`src/rtl/mem_loader_pkg.sv`:
```
// Shared types and constants for the boot-time program loader.
// Imported by the loader top, its byte-pair assembler and the bus interface users.
package mem_loader_pkg;

  localparam int ADDR_W_DEF = 12;
  localparam int DATA_W_DEF = 16;

  function automatic int mem_words(input int aw);
    return 1 << aw;
  endfunction

  localparam int MEM_WORDS = mem_words(ADDR_W_DEF);

  typedef enum logic [2:0] {
    LEN_HI  = 3'd0,
    LEN_LO  = 3'd1,
    DAT_HI  = 3'd2,
    DAT_LO  = 3'd3,
    CSUM_HI = 3'd4,
    CSUM_LO = 3'd5,
    RUN     = 3'd6,
    ERR     = 3'd7
  } state_t;

  typedef logic [1:0] err_t;

  localparam err_t ERR_NONE = 2'b00;
  localparam err_t ERR_LEN  = 2'b01;
  localparam err_t ERR_CSUM = 2'b10;

  // Low-byte states complete a 16-bit field (LEN, data word or CSUM).
  function automatic logic is_lo_phase(input state_t s);
    return (s == LEN_LO) || (s == DAT_LO) || (s == CSUM_LO);
  endfunction

  function automatic logic accepts_bytes(input state_t s);
    return (s != RUN) && (s != ERR);
  endfunction

endpackage

```
`src/rtl/mem_loader_if.sv`:
```
// Byte-stream input and memory write port of the program loader.
// Handshake: a byte moves on any rising clk edge where in_valid && in_ready; in_ready
// depends only on loader state, never on in_valid, and in_data is ignored while in_valid=0.
interface mem_loader_if #(
  parameter int ADDR_W = 12,
  parameter int DATA_W = 16
);
  logic              in_valid;
  logic [7:0]        in_data;
  logic              in_ready;
  logic              mem_we;
  logic [ADDR_W-1:0] mem_addr;
  logic [DATA_W-1:0] mem_wd;

  modport master (
    output in_valid,
    output in_data,
    input  in_ready,
    input  mem_we,
    input  mem_addr,
    input  mem_wd
  );

  modport slave (
    input  in_valid,
    input  in_data,
    output in_ready,
    output mem_we,
    output mem_addr,
    output mem_wd
  );
endinterface

```
`src/rtl/mem_loader_byte_pair_assembler.sv`:
```
// Joins two consecutive stream bytes into a big-endian 16-bit field.
// The word is presented combinationally together with the low-byte transfer.
module mem_loader_byte_pair_assembler
  import mem_loader_pkg::*;
(
  input  logic        clk,
  input  logic        rst,
  input  logic        byte_fire,
  input  logic        lo_phase,
  input  logic [7:0]  byte_in,
  output logic [15:0] word,
  output logic        word_valid
);

  logic [7:0] hi_q;

  always_ff @(posedge clk) begin
    if (rst) begin
      hi_q <= '0;
    end else if (byte_fire && !lo_phase) begin
      hi_q <= byte_in;
    end
  end

  assign word       = {hi_q, byte_in};
  assign word_valid = byte_fire && lo_phase;

endmodule

```
`src/rtl/mem_loader.sv`:
```
// Boot loader: receives LEN, N data words and CSUM over a byte stream, writes the words
// from address 0 and releases the processor only when the checksum matches.
module mem_loader
  import mem_loader_pkg::*;
#(
  parameter int ADDR_W = ADDR_W_DEF,
  parameter int DATA_W = DATA_W_DEF
) (
  input  logic          clk,
  input  logic          rst,
  mem_loader_if.slave   bus,
  output logic          cpu_rst,
  output logic          done,
  output logic [1:0]    err,
  output logic [ADDR_W:0] words_loaded,
  output state_t        dbg_state
);

  // Largest legal LEN; a full memory image is allowed.
  localparam logic [16:0] CAP = 17'(mem_words(ADDR_W));

  state_t              state_q, state_d;
  err_t                err_q, err_d;
  logic                fire;
  logic [15:0]         word;
  logic                word_valid;
  logic [ADDR_W:0]     len_q;
  logic [ADDR_W:0]     wl_q;
  logic [ADDR_W:0]     wl_inc;
  logic [DATA_W-1:0]   sum_q;
  logic                mem_we_q;
  logic [ADDR_W-1:0]   mem_addr_q;
  logic [DATA_W-1:0]   mem_wd_q;

  assign bus.in_ready = accepts_bytes(state_q);
  assign fire         = bus.in_valid && bus.in_ready;
  assign wl_inc       = wl_q + (ADDR_W+1)'(1);

  mem_loader_byte_pair_assembler u_pair (
    .clk        (clk),
    .rst        (rst),
    .byte_fire  (fire),
    .lo_phase   (is_lo_phase(state_q)),
    .byte_in    (bus.in_data),
    .word       (word),
    .word_valid (word_valid)
  );

  always_ff @(posedge clk) begin
    if (rst) begin
      state_q <= LEN_HI;
      err_q   <= ERR_NONE;
    end else begin
      state_q <= state_d;
      err_q   <= err_d;
    end
  end

  always_comb begin
    state_d = state_q;
    err_d   = err_q;
    case (state_q)
      LEN_HI:  if (fire) state_d = LEN_LO;
      LEN_LO: begin
        if (fire) begin
          if ({1'b0, word} > CAP) begin
            state_d = ERR;
            err_d   = ERR_LEN;
          end else if (word == '0) begin
            state_d = CSUM_HI;
          end else begin
            state_d = DAT_HI;
          end
        end
      end
      DAT_HI:  if (fire) state_d = DAT_LO;
      DAT_LO:  if (fire) state_d = (wl_inc == len_q) ? CSUM_HI : DAT_HI;
      CSUM_HI: if (fire) state_d = CSUM_LO;
      CSUM_LO: begin
        if (fire) begin
          if (word == sum_q) begin
            state_d = RUN;
          end else begin
            state_d = ERR;
            err_d   = ERR_CSUM;
          end
        end
      end
      default: ;
    endcase
  end

  // Address and data are registered with the strobe and hold between writes.
  always_ff @(posedge clk) begin
    if (rst) begin
      len_q      <= '0;
      wl_q       <= '0;
      sum_q      <= '0;
      mem_we_q   <= 1'b0;
      mem_addr_q <= '0;
      mem_wd_q   <= '0;
    end else begin
      mem_we_q <= 1'b0;
      if (word_valid && state_q == LEN_LO) begin
        len_q <= word[ADDR_W:0];
      end
      if (word_valid && state_q == DAT_LO) begin
        mem_we_q   <= 1'b1;
        mem_addr_q <= wl_q[ADDR_W-1:0];
        mem_wd_q   <= word;
        sum_q      <= sum_q + word;
        wl_q       <= wl_inc;
      end
    end
  end

  assign bus.mem_we   = mem_we_q;
  assign bus.mem_addr = mem_addr_q;
  assign bus.mem_wd   = mem_wd_q;

  assign cpu_rst      = (state_q != RUN);
  assign done         = (state_q == RUN);
  assign err          = err_q;
  assign words_loaded = wl_q;
  assign dbg_state    = state_q;

endmodule

```
`src/flat_wrapper.sv`:
```
// flat-port wrapper written by rule: the top's interface ports become plain ports
module mem_loader_flat import mem_loader_pkg::*;
#(
  parameter int ADDR_W = ADDR_W_DEF,
  parameter int DATA_W = DATA_W_DEF
)
  (clk, rst, cpu_rst, done, err, words_loaded, dbg_state, bus_in_valid, bus_in_data, bus_in_ready, bus_mem_we, bus_mem_addr, bus_mem_wd);
  mem_loader_if #(.ADDR_W(ADDR_W), .DATA_W(DATA_W)) bus_i ();
  input  logic clk;
  input  logic rst;
  output logic cpu_rst;
  output logic done;
  output logic [1:0] err;
  output logic [ADDR_W:0] words_loaded;
  output state_t dbg_state;
  input wire logic [$bits(bus_i.in_valid)-1:0] bus_in_valid;
  input wire logic [$bits(bus_i.in_data)-1:0] bus_in_data;
  output wire logic [$bits(bus_i.in_ready)-1:0] bus_in_ready;
  output wire logic [$bits(bus_i.mem_we)-1:0] bus_mem_we;
  output wire logic [$bits(bus_i.mem_addr)-1:0] bus_mem_addr;
  output wire logic [$bits(bus_i.mem_wd)-1:0] bus_mem_wd;
  assign bus_i.in_valid = bus_in_valid;
  assign bus_i.in_data = bus_in_data;
  assign bus_in_ready = bus_i.in_ready;
  assign bus_mem_we = bus_i.mem_we;
  assign bus_mem_addr = bus_i.mem_addr;
  assign bus_mem_wd = bus_i.mem_wd;
  mem_loader #(.ADDR_W(ADDR_W), .DATA_W(DATA_W)) u_core (.clk(clk), .rst(rst), .bus(bus_i), .cpu_rst(cpu_rst), .done(done), .err(err), .words_loaded(words_loaded), .dbg_state(dbg_state));
endmodule
```
`config.mk`:
```
export PLATFORM = sky130hd
export DESIGN_NAME = mem_loader_flat
export DESIGN_NICKNAME = d
export VERILOG_FILES = /design/src/rtl/mem_loader_pkg.sv /design/src/rtl/mem_loader_if.sv /design/src/rtl/mem_loader_byte_pair_assembler.sv /design/src/rtl/mem_loader.sv /design/src/flat_wrapper.sv
export SDC_FILE = /design/constraint.sdc
export NUM_CORES = 1
export LEC_CHECK = 0
export ABC_AREA = 0
export ABC_CLOCK_PERIOD_IN_PS = 2400
export BUFFER_PORTS_ARGS = -buffer_cell sky130_fd_sc_hd__buf_2
export CAP_MARGIN = 0
export CORE_UTILIZATION = 60
export CTS_BUF_LIST = sky130_fd_sc_hd__clkbuf_2
export CTS_CLUSTER_SIZE = 40
export DETAILED_ROUTE_END_ITERATION = 8
export PLACE_DENSITY = 0.8
export SLEW_MARGIN = 30
export SYNTH_ARGS = -nofsm -noshare
export SYNTH_HDL_FRONTEND = slang
export SYNTH_SLANG_ARGS = --single-unit
```
`constraint.sdc`:
```
create_clock -name clk -period 2.4 [get_ports clk]
set_input_delay 0.12 -clock clk [delete_from_list [all_inputs] [get_ports clk]]
set_output_delay 0.12 -clock clk [all_outputs]
set_load 0.01 [all_outputs]
```
==> results_dict.tcl, run 1 <==
set metrics [dict create \
    maxCapViolCount 0 \
    placed_area_um2 4800 \
    fp.dieArea_um2 7630 \
    finalCriticalPeriod_ps 2280 \
    grt_max_degree 38 \
    cts_setup_buffers 0 \
    ys_warn_count 0 \
    multi_input_area_um2 2520 \
    worst_slack_ps 119 \
    synth-seq-area-share_pct 38.5 \
    clockBufferDepth 2 \
    cts_tree "yes" \
    syn_to_final_growth_pct 15.3 \
    setup_tns_ps 0 \
    post-route-period-util_pct 95.0 \
    netlist.top_cell.by_area "dfxtp_1" \
    netlist_area_um2 4370 \
    io_buffer_count 60 \
    wl_mm 10.8 \
    layout.nets 637 \
    regArea_um2 1690 \
    status "completed" \
    fin_skew_ps 22.4 \
    antenna_cells 0 \
    coreArea_um2 6910 \
    clock_sinks 84 \
    antenna_found_initial 0 \
    holdWs_ps 365 \
    arrival_ps 2750 \
    ant_nets 0 \
    synth-seq-cells 84 \
    drive_above_1_share_pct 20.0 \
    crit_path_end_kind "register" \
    tightest_slew_ps 606 \
    pwr_density_cell_nw_per_um2 487 \
    crit_required_ps 2870 \
    finalHoldViolations 0 \
    final_core_util_pct 73.0 \
    slew_headroom_pct 59.5 \
    initial_core_util_pct 63.3 \
    drc 0 \
    synth_cell_types 65 \
    synth_common_cells "nand2_1, dfxtp_1, a21oi_1" \
    path_class "reg2reg" \
    place_congestion 0.947 \
    clkTransAtPathRegs_ps 270 \
    num-fill-cells 585 \
    grt_pass1_wl_mm 17.7 \
    start_kind "register" \
    die_y_um 87.4 \
    die_w_um 87.4 \
    drt_iter0_drc 239 \
    routedWlPerCell_um 15.3 \
    hold_class "in2reg" \
    vias 4097 \
    htree_levels 3 \
    grt_pass1_vias 3793 \
    grt_usage_pct 29.9 \
    fmax_mhz 438 \
    postSynthCellCount 541 \
    overflow 0 \
    ys.flop_type "dfxtp_1" \
    ir_drop_mv 0.366 \
    vias_per_cell 5.77 \
    setup_violations 0 \
    dr.pass1.iters 5 \
    crit_fanout 5 \
    synth_enable_flop_cells 0 \
    async_reset_ff_share_pct 0 \
    clockRootBuffer "clkbuf_2" \
    cts_inserted_buffers 9 \
    drv_slew 0 \
    yosys-top-cells-area "dfxtp_1, nand2_1, a21oi_1, xnor2_1, ha_1" \
    static-leakage-power_nw 2.04 \
    rows 30 \
    dp_hpwl_mm 7.88 \
    rsz0062_at_grt "no" \
    synth_most_common_cell "nand2_1" \
    syn_area_per_cell_um2 8.08 \
    ioPinCount 61 \
    post-route-cell-area_um2 5040 \
    clock_latency_ps 550 \
    syn-num-nets 569 \
    yosysTopAreaCellShare_pct 38.5 \
    dp_slack_ps 87.1 \
]
what timing repair did:
item / 4_1_cts / 5_1_grt
endpoints found under the setup margin: 0 / 5
hold endpoints to repair: 34 / 0
hold buffers: 10 / 0
resized for setup: 0 / 12
critical path, stage by stage (launching register included):
cell	delay [ps]
dfxtp_1	370
ha_1	380
a21oi_4	230
o211ai_1	130
a221oi_2	370
a41oi_2	180
mux2i_1	220
mux2_1	340
logic make-up (layout without fill, tap and decap cells):
family / Yosys count / count (layout) / share of synthesized area, %
XOR/XNOR: 34 / 34 / 6.81
buffers and inverters: 45 / 118 / 4.67
AND/OR/NAND/NOR: 230 / 230 / 25.1
adder cells (fa/ha/maj): 17 / 17 / 5.04
multiplexers: 12 / 12 / 2.78
AO/OA/AOI/OAI: 119 / 119 / 17.2
flip-flops: 84 / 84 / 38.5
sequential cells by signal, summed over array words and instances (netlist names):
name and count:
u_core.u_pair.hi_q 8, u_core.words_loaded 13, u_core.bus.mem_wd 16, u_core.sum_q 16
u_core.bus.mem_addr 12, u_core.bus.mem_we 1, u_core.len_q 13, u_core.err 2
u_core.dbg_state 3
cell type report:
type / count / share of cell area, %
Clock buffer: 9 / 0.894
Clock inverter: 7 / 1.29
Inverter: 12 / 0.894
Multi-Input combinational cell: 412 / 49.9
Sequential cell: 84 / 33.4
Tap cell: 96 / 2.38
Timing Repair Buffer: 90 / 11.2
stage by stage:
stage / power, W / instances
after floorplan: 0.00165 / 541
after global placement: 0.00173 / 684
after detailed placement: 0.00173 / 684
after CTS: 0.00246 / 710
after global routing: 0.00255 / 710
final: 0.00245 / 710
path summary, 6_finish.rpt:
| path | start | end | slack [ps] | cells past startpoint |
|---|---|---|---|---|
| max | u_core.sum_q[4] | u_core.sum_q[15] | 120 | 7 |
| min | bus_in_data[0] | u_core.bus.mem_wd[0] | 370 | 4 |
| max reg2reg | u_core.sum_q[4] | u_core.sum_q[15] | 120 | 7 |
| min reg2reg | u_core.bus.mem_wd[15] | u_core.bus.mem_wd[15] | 470 | 2 |
power by group:
group	internal [W]	switching [W]	leakage, nW	total, W
clock	0.000162	0.000565	0.0605	0.000726
sequential	0.00143	0.0000296	0.681	0.00146
combinational	0.000110	0.000162	1.30	0.000272
total	0.00170	0.000756	2.04	0.00245
placed cells by master (no fill, tap or decap), types with 10 or more instances in the layout:
master	netlist	layout
a21oi_1	62	60
buf_2	7	60
buf_4	5	19
dfxtp_1	84	81
dlygate4sd3_1	0	10
ha_1	16	15
inv_1	12	12
mux2i_1	11	11
nand2_1	109	109
nand3_1	13	13
nor2_1	37	37
nor3_1	13	13
o21ai_0	11	10
xnor2_1	23	23
xor2_1	11	11
per-layer routing:
layer,global-route usage (%),share of wire (%),vias up
met5,0,0,-
met4,9.39,1.6,0
met3,4.17,3.9,23
met2,53.4,50,102
met1,36.9,44,1944
li1,-,-,2028
Power figures use the tool's default switching activity.
==> run 2: changes to the inputs <==
--- a/config.mk
+++ b/config.mk
@@ -6,7 +6,7 @@
 export NUM_CORES = 1
 export LEC_CHECK = 0
 export ABC_AREA = 0
-export ABC_CLOCK_PERIOD_IN_PS = 2400
+export ABC_CLOCK_PERIOD_IN_PS = 2500
 export BUFFER_PORTS_ARGS = -buffer_cell sky130_fd_sc_hd__buf_2
 export CAP_MARGIN = 0
 export CORE_UTILIZATION = 60
==> constraint.sdc (replaced) <==
create_clock -name clk -period 2.5 [get_ports clk]
set_input_delay 0.125 -clock clk [delete_from_list [all_inputs] [get_ports clk]]
set_output_delay 0.125 -clock clk [all_outputs]
set_load 0.01 [all_outputs]
==> run 2 against run 1 <==
Compared with the run above: combinational power shrank 6%; critical path depth is the same; clock power shrank 7.9%; sequential power shrank 4%; first-iteration DRC count grew 4.6%; design area shrank 2.0%; setup slack gained 53 ps; sequential share of layout area grew 0.59 points; via count grew 0.32%; clock skew shrank 0.87 ps; cell count shrank 0.85%.
==> results_dict.tcl, run 2 (same netlist as run 1, synthesis figures left out) <==
set metrics [dict create \
    status "completed" \
    p_sw_share_pct 30.3 \
    start_kind "register" \
    grt_usage_pct 30.3 \
    internal_power_w 0.00162 \
    p_comb_share_pct 11.0 \
    slew_headroom_pct 56.2 \
    drt_iter0_drc 250 \
    drv_slew 0 \
    clock_sinks 84 \
    layout.nets 631 \
    coreArea_um2 6910 \
    cts_inserted_buffers 9 \
    path_class "reg2reg" \
    clockBufferDepth 2 \
    grt_max_degree 37 \
    dp.cells 678 \
    crit_fanout 5 \
    antenna_cells 0 \
    post-route-period-util_pct 93.1 \
    vias 4110 \
    rows 30 \
    finalHoldViolations 0 \
    die_w_um 87.4 \
    vias_per_cell 5.84 \
    initial_core_util_pct 63.3 \
    drive_above_1_share_pct 17.8 \
    pwr_density_cell_nw_per_um2 470 \
    ir_drop_mv 0.309 \
    seqPwrFrac_pct 60.2 \
    netSwitchingPower_w 0.000705 \
    ioPinCount 61 \
    htree_levels 3 \
    hold_class "in2reg" \
    drc 0 \
    pwr-share-clk_pct 28.8 \
    crit_required_ps 2940 \
    final_common_cell "nand2_1" \
    die_y_um 87.4 \
    num-fill-cells 568 \
    final_cell_mix "nand2_1, dfxtp_1, a21oi_1, buf_2, nor2_1" \
    io_buffer_count 60 \
    cts_setup_buffers 0 \
    dp_hpwl_mm 7.73 \
    routedWlPerCell_um 15.4 \
    static-leakage-power_nw 2.01 \
    place_congestion 0.960 \
    rsz0062_at_grt "no" \
    finalCriticalPeriod_ps 2330 \
    maxCapViolCount 0 \
    fin_skew_ps 21.5 \
    dp_slack_ps 208 \
    setup_violations 0 \
    tightest_slew_ps 641 \
    crit_path_end_kind "register" \
    wl_mm 10.8 \
    holdWs_ps 400 \
    overflow 0 \
    clkTransAtPathRegs_ps 260 \
    syn_to_final_growth_pct 13.1 \
    arrival_ps 2770 \
    worst_slack_ps 172 \
    ant_nets 0 \
    clockRootBuffer "clkbuf_2" \
    setup_tns_ps 0 \
    grt_pass1_wl_mm 18.1 \
    cts_tree "yes" \
    finalNonFillerCells 704 \
    grt_pass1_vias 3833 \
    antenna_found_initial 0 \
    clock_latency_ps 530 \
    fmax_mhz 430 \
    dr.pass1.iters 5 \
    fp.dieArea_um2 7630 \
]
run 2: changes by cell type in the layout (fill, tap and decap cells not counted), sizes merged:
cell | previous run | this run
buf | 80 | 74
clkinvlp | 3 | 1
inv | 16 | 15
clkinv | 0 | 3
run 2: path summary, 6_finish.rpt:
path	to	cells after the start	slack, ps	from
max	u_core.sum_q[15]	7	170	u_core.sum_q[4]
min	u_core.len_q[2]	4	400	bus_in_data[2]
max reg2reg	u_core.sum_q[15]	7	170	u_core.sum_q[4]
min reg2reg	u_core.bus.mem_addr[10]	2	470	u_core.bus.mem_addr[10]
run 2: metrics by stage:
stage	cell area (um^2)	utilization (%)	total power, W
after CTS	4940	71.6	0.00233
after global routing	4940	71.6	0.00243
after floorplan	4370	-	0.00158
after detailed placement	4740	68.6	0.00166
after global placement	4740	68.6	0.00166
final	4940	71.6	0.00232
run 2: cell type report:
cell class	count	area (um^2)	share of cell area [%]
Multi-Input combinational cell	412	2490	50.3
Timing Repair Buffer	84	505	10.2
Sequential cell	84	1680	34.0
Tap cell	96	120	2.43
Clock buffer	9	45.0	0.911
Clock inverter	7	58.8	1.19
Inverter	12	45.0	0.911
run 2: critical path, cell delays in order, from the launching register on:
cell and delay [ps]:
dfxtp_1 380, ha_1 360, a21oi_2 240, o211ai_1 130, a221oi_2 410, a41oi_1 210, mux2i_1 190, mux2_1 330
run 2: per-layer routing:
metal	share of wire, %	GRT usage, %	vias to the layer above
li1	-	-	2015
met1	44	38.9	1937
met2	49	51.3	140
met3	5.0	4.74	18
met4	1.9	11.0	0
met5	0	0	-
run 2: power by group through the flow:
stage                     Clock (W)  Sequential [W]  Combinational (W)
final                      0.000669         0.00140           0.000255
after detailed placement          0         0.00142           0.000238
after floorplan                   0         0.00142           0.000164
after global placement            0         0.00142           0.000234
after global routing       0.000744         0.00141           0.000280
after CTS                  0.000678         0.00140           0.000252
run 2: repair_timing:
item / 4_1_cts / 5_1_grt
resized for setup: 0 / 1
setup endpoints to repair: 0 / 1
hold buffers: 10 / 0
hold endpoints to repair: 28 / 0
==> run 3: changes to the inputs <==
--- a/config.mk
+++ b/config.mk
@@ -6,14 +6,13 @@
 export NUM_CORES = 1
 export LEC_CHECK = 0
 export ABC_AREA = 0
-export ABC_CLOCK_PERIOD_IN_PS = 2500
+export ABC_CLOCK_PERIOD_IN_PS = 2200
 export BUFFER_PORTS_ARGS = -buffer_cell sky130_fd_sc_hd__buf_2
-export CAP_MARGIN = 0
-export CORE_UTILIZATION = 60
-export CTS_BUF_LIST = sky130_fd_sc_hd__clkbuf_2
+export CAP_MARGIN = 20
+export CORE_UTILIZATION = 57
 export CTS_CLUSTER_SIZE = 40
 export DETAILED_ROUTE_END_ITERATION = 8
-export PLACE_DENSITY = 0.8
+export PLACE_DENSITY = 0.76
 export SLEW_MARGIN = 30
 export SYNTH_ARGS = -nofsm -noshare
 export SYNTH_HDL_FRONTEND = slang
==> constraint.sdc (replaced) <==
create_clock -name clk -period 2.2 [get_ports clk]
set_input_delay 0.11 -clock clk [delete_from_list [all_inputs] [get_ports clk]]
set_output_delay 0.11 -clock clk [all_outputs]
set_load 0.01 [all_outputs]
==> run 3 against run 2 <==
Compared with the run above: the flow now finishes with violations (negative setup slack); clock power is 88% higher; setup slack worse by 180 ps; largest cell class unchanged; largest power group unchanged; sequential share of layout area is 2.4 points lower; core utilization is 1.3 points higher; total power is 37% higher; hold slack worse by 350 ps; routed wire length is 9.0% higher; highest routed layer unchanged; maximum frequency is 5.5% higher; critical path depth is 1 higher; via count is 3.6% higher.
==> results_dict.tcl, run 3 (same netlist as run 1, synthesis figures left out) <==
set metrics [dict create \
    clockBufferDepth 2 \
    cts_inserted_buffers 9 \
    path_class "reg2reg" \
    syn_to_final_growth_pct 22.1 \
    hold_class "in2reg" \
    post-route-cell-area_um2 5340 \
    grt_usage_pct 29.8 \
    antenna_found_initial 0 \
    initial_core_util_pct 59.6 \
    final_core_util_pct 72.8 \
    tightest_slew_ps 591 \
    maxCapViolCount 0 \
    coreArea_um2 7330 \
    status "finished, violations left" \
    rows 31 \
    regArea_um2 1690 \
    clock_latency_ps 370 \
    clock_sinks 84 \
    multi_input_area_um2 2610 \
    die_y_um 89.6 \
    start_kind "register" \
    drc 0 \
    cts_tree "yes" \
    slowest_stage "dfxtp_1" \
    critPathLaunch "u_core.sum_q[3]" \
    finalHoldViolations 0 \
    setup_violations 1 \
    drive_above_1_share_pct 25.2 \
    vias 4256 \
    violations "negative setup slack" \
    pwr_density_cell_nw_per_um2 595 \
    drv_slew 0 \
    routedWlPerCell_um 16.3 \
    fmax_mhz 453 \
    ant_nets 0 \
    cpMostUsedCell "o211ai_1" \
    dp_hpwl_mm 8.35 \
    cpPeakStageDelay_ps 340 \
    final_common_cell "nand2_1" \
    finalCriticalPeriod_ps 2210 \
    ir_drop_mv 0.442 \
    worstPathCellList "ha_1 -> o211ai_1 -> o211ai_1 -> a221oi_2 -> buf_4 -> a41oi_2 -> mux2i_1 -> mux2_1" \
    ioPinCount 61 \
    arrival_ps 2460 \
    reg2reg_slack_ps -6 \
    fp.dieArea_um2 8020 \
    post-route-period-util_pct 100 \
    holdWs_ps 48.6 \
    overflow 0 \
    num-fill-cells 547 \
    reg2reg_from "u_core.sum_q[3]" \
    r2r_cells 8 \
    wl_mm 11.8 \
    layout.nets 651 \
    setup_tns_ps -6.12 \
    slew_headroom_pct 60.6 \
    holdBufCountCts 0 \
    grt_max_degree 55 \
    crit_fanout 3 \
    antenna_cells 0 \
    final_cell_mix "nand2_1, dfxtp_1, a21oi_1, buf_2, buf_4" \
    clockRootBuffer "clkbuf_8" \
    grt_pass1_vias 3790 \
    dr.pass1.iters 4 \
    drt_iter0_drc 269 \
    vias_per_cell 5.85 \
    worst_slack_ps -6.12 \
    static-leakage-power_nw 2.17 \
    die_w_um 89.6 \
    placed_area_um2 4960 \
    crit_path_end_kind "register" \
    place_congestion 0.968 \
    htree_levels 3 \
    grt_pass1_wl_mm 18.0 \
    clkTransAtPathRegs_ps 100 \
    io_buffer_count 60 \
    fin_skew_ps 13.7 \
    reg2reg_to "u_core.sum_q[15]" \
    crit_required_ps 2450 \
    endpoint "u_core.sum_q[15]" \
]
## run 3: worst min-delay path by stage
stage	from	end	slack, ps	cells after the start
after floorplan	rst	u_core.bus.mem_we	230	1
after global placement	bus_in_data[0]	u_core.len_q[0]	410	3
after detailed placement	bus_in_data[0]	u_core.len_q[0]	420	3
after CTS	bus_in_data[0]	u_core.bus.mem_wd[0]	30	3
after global routing	bus_in_data[0]	u_core.bus.mem_wd[0]	50	3
final	bus_in_data[0]	u_core.bus.mem_wd[0]	50	3
## run 3: repair_timing
item	in CTS	in global routing
gates resized for setup	1	25
endpoints found under the setup margin	3	11
hold endpoints to repair	0	0
setup buffers	3	0
pin swaps	2	7
## run 3: final cells by class
cell class,count,area share [%]
multi-input combinational,412,48.9
sequential,84,31.6
timing repair buffer,104,12.0
clock buffer,10,2.58
tap,99,2.32
clock inverter,6,1.78
inverter,12,0.844
## run 3: worst max-delay path, delay by kind of cell (launching register included)
kind | cells | cell delay, ps
fa+ha+maj | 1 | 330
buf+inv | 1 | 170
compound gates | 4 | 710
flops | 1 | 340
mux | 2 | 540
## run 3: metal layers
metal / up-vias / GRT usage (%) / share of wire (%)
met5: - / 0 / 0
met4: 0 / 14.0 / 3.3
met3: 35 / 5.76 / 4.8
met2: 156 / 51.0 / 51
met1: 2004 / 36.1 / 41
li1: 2061 / - / -
## run 3: power breakdown
part           internal, W  switching [W]  total (W)  leakage (nW)
clock network     0.000680       0.000584    0.00126         0.117
logic             0.000137       0.000195   0.000331          1.37
registers          0.00155      0.0000301    0.00158         0.681
## run 3: metrics by stage
stage | setup WS [ps] | cells | total power (W)
4_1_cts | 3.61 | 727 | 0.00317
3_5_place_dp | -26.6 | 708 | 0.00192
2_1_floorplan | 135 | 541 | 0.00180
3_3_place_gp | 45.3 | 708 | 0.00191
6_report | -6.12 | 727 | 0.00317
5_1_grt | -53.4 | 727 | 0.00330
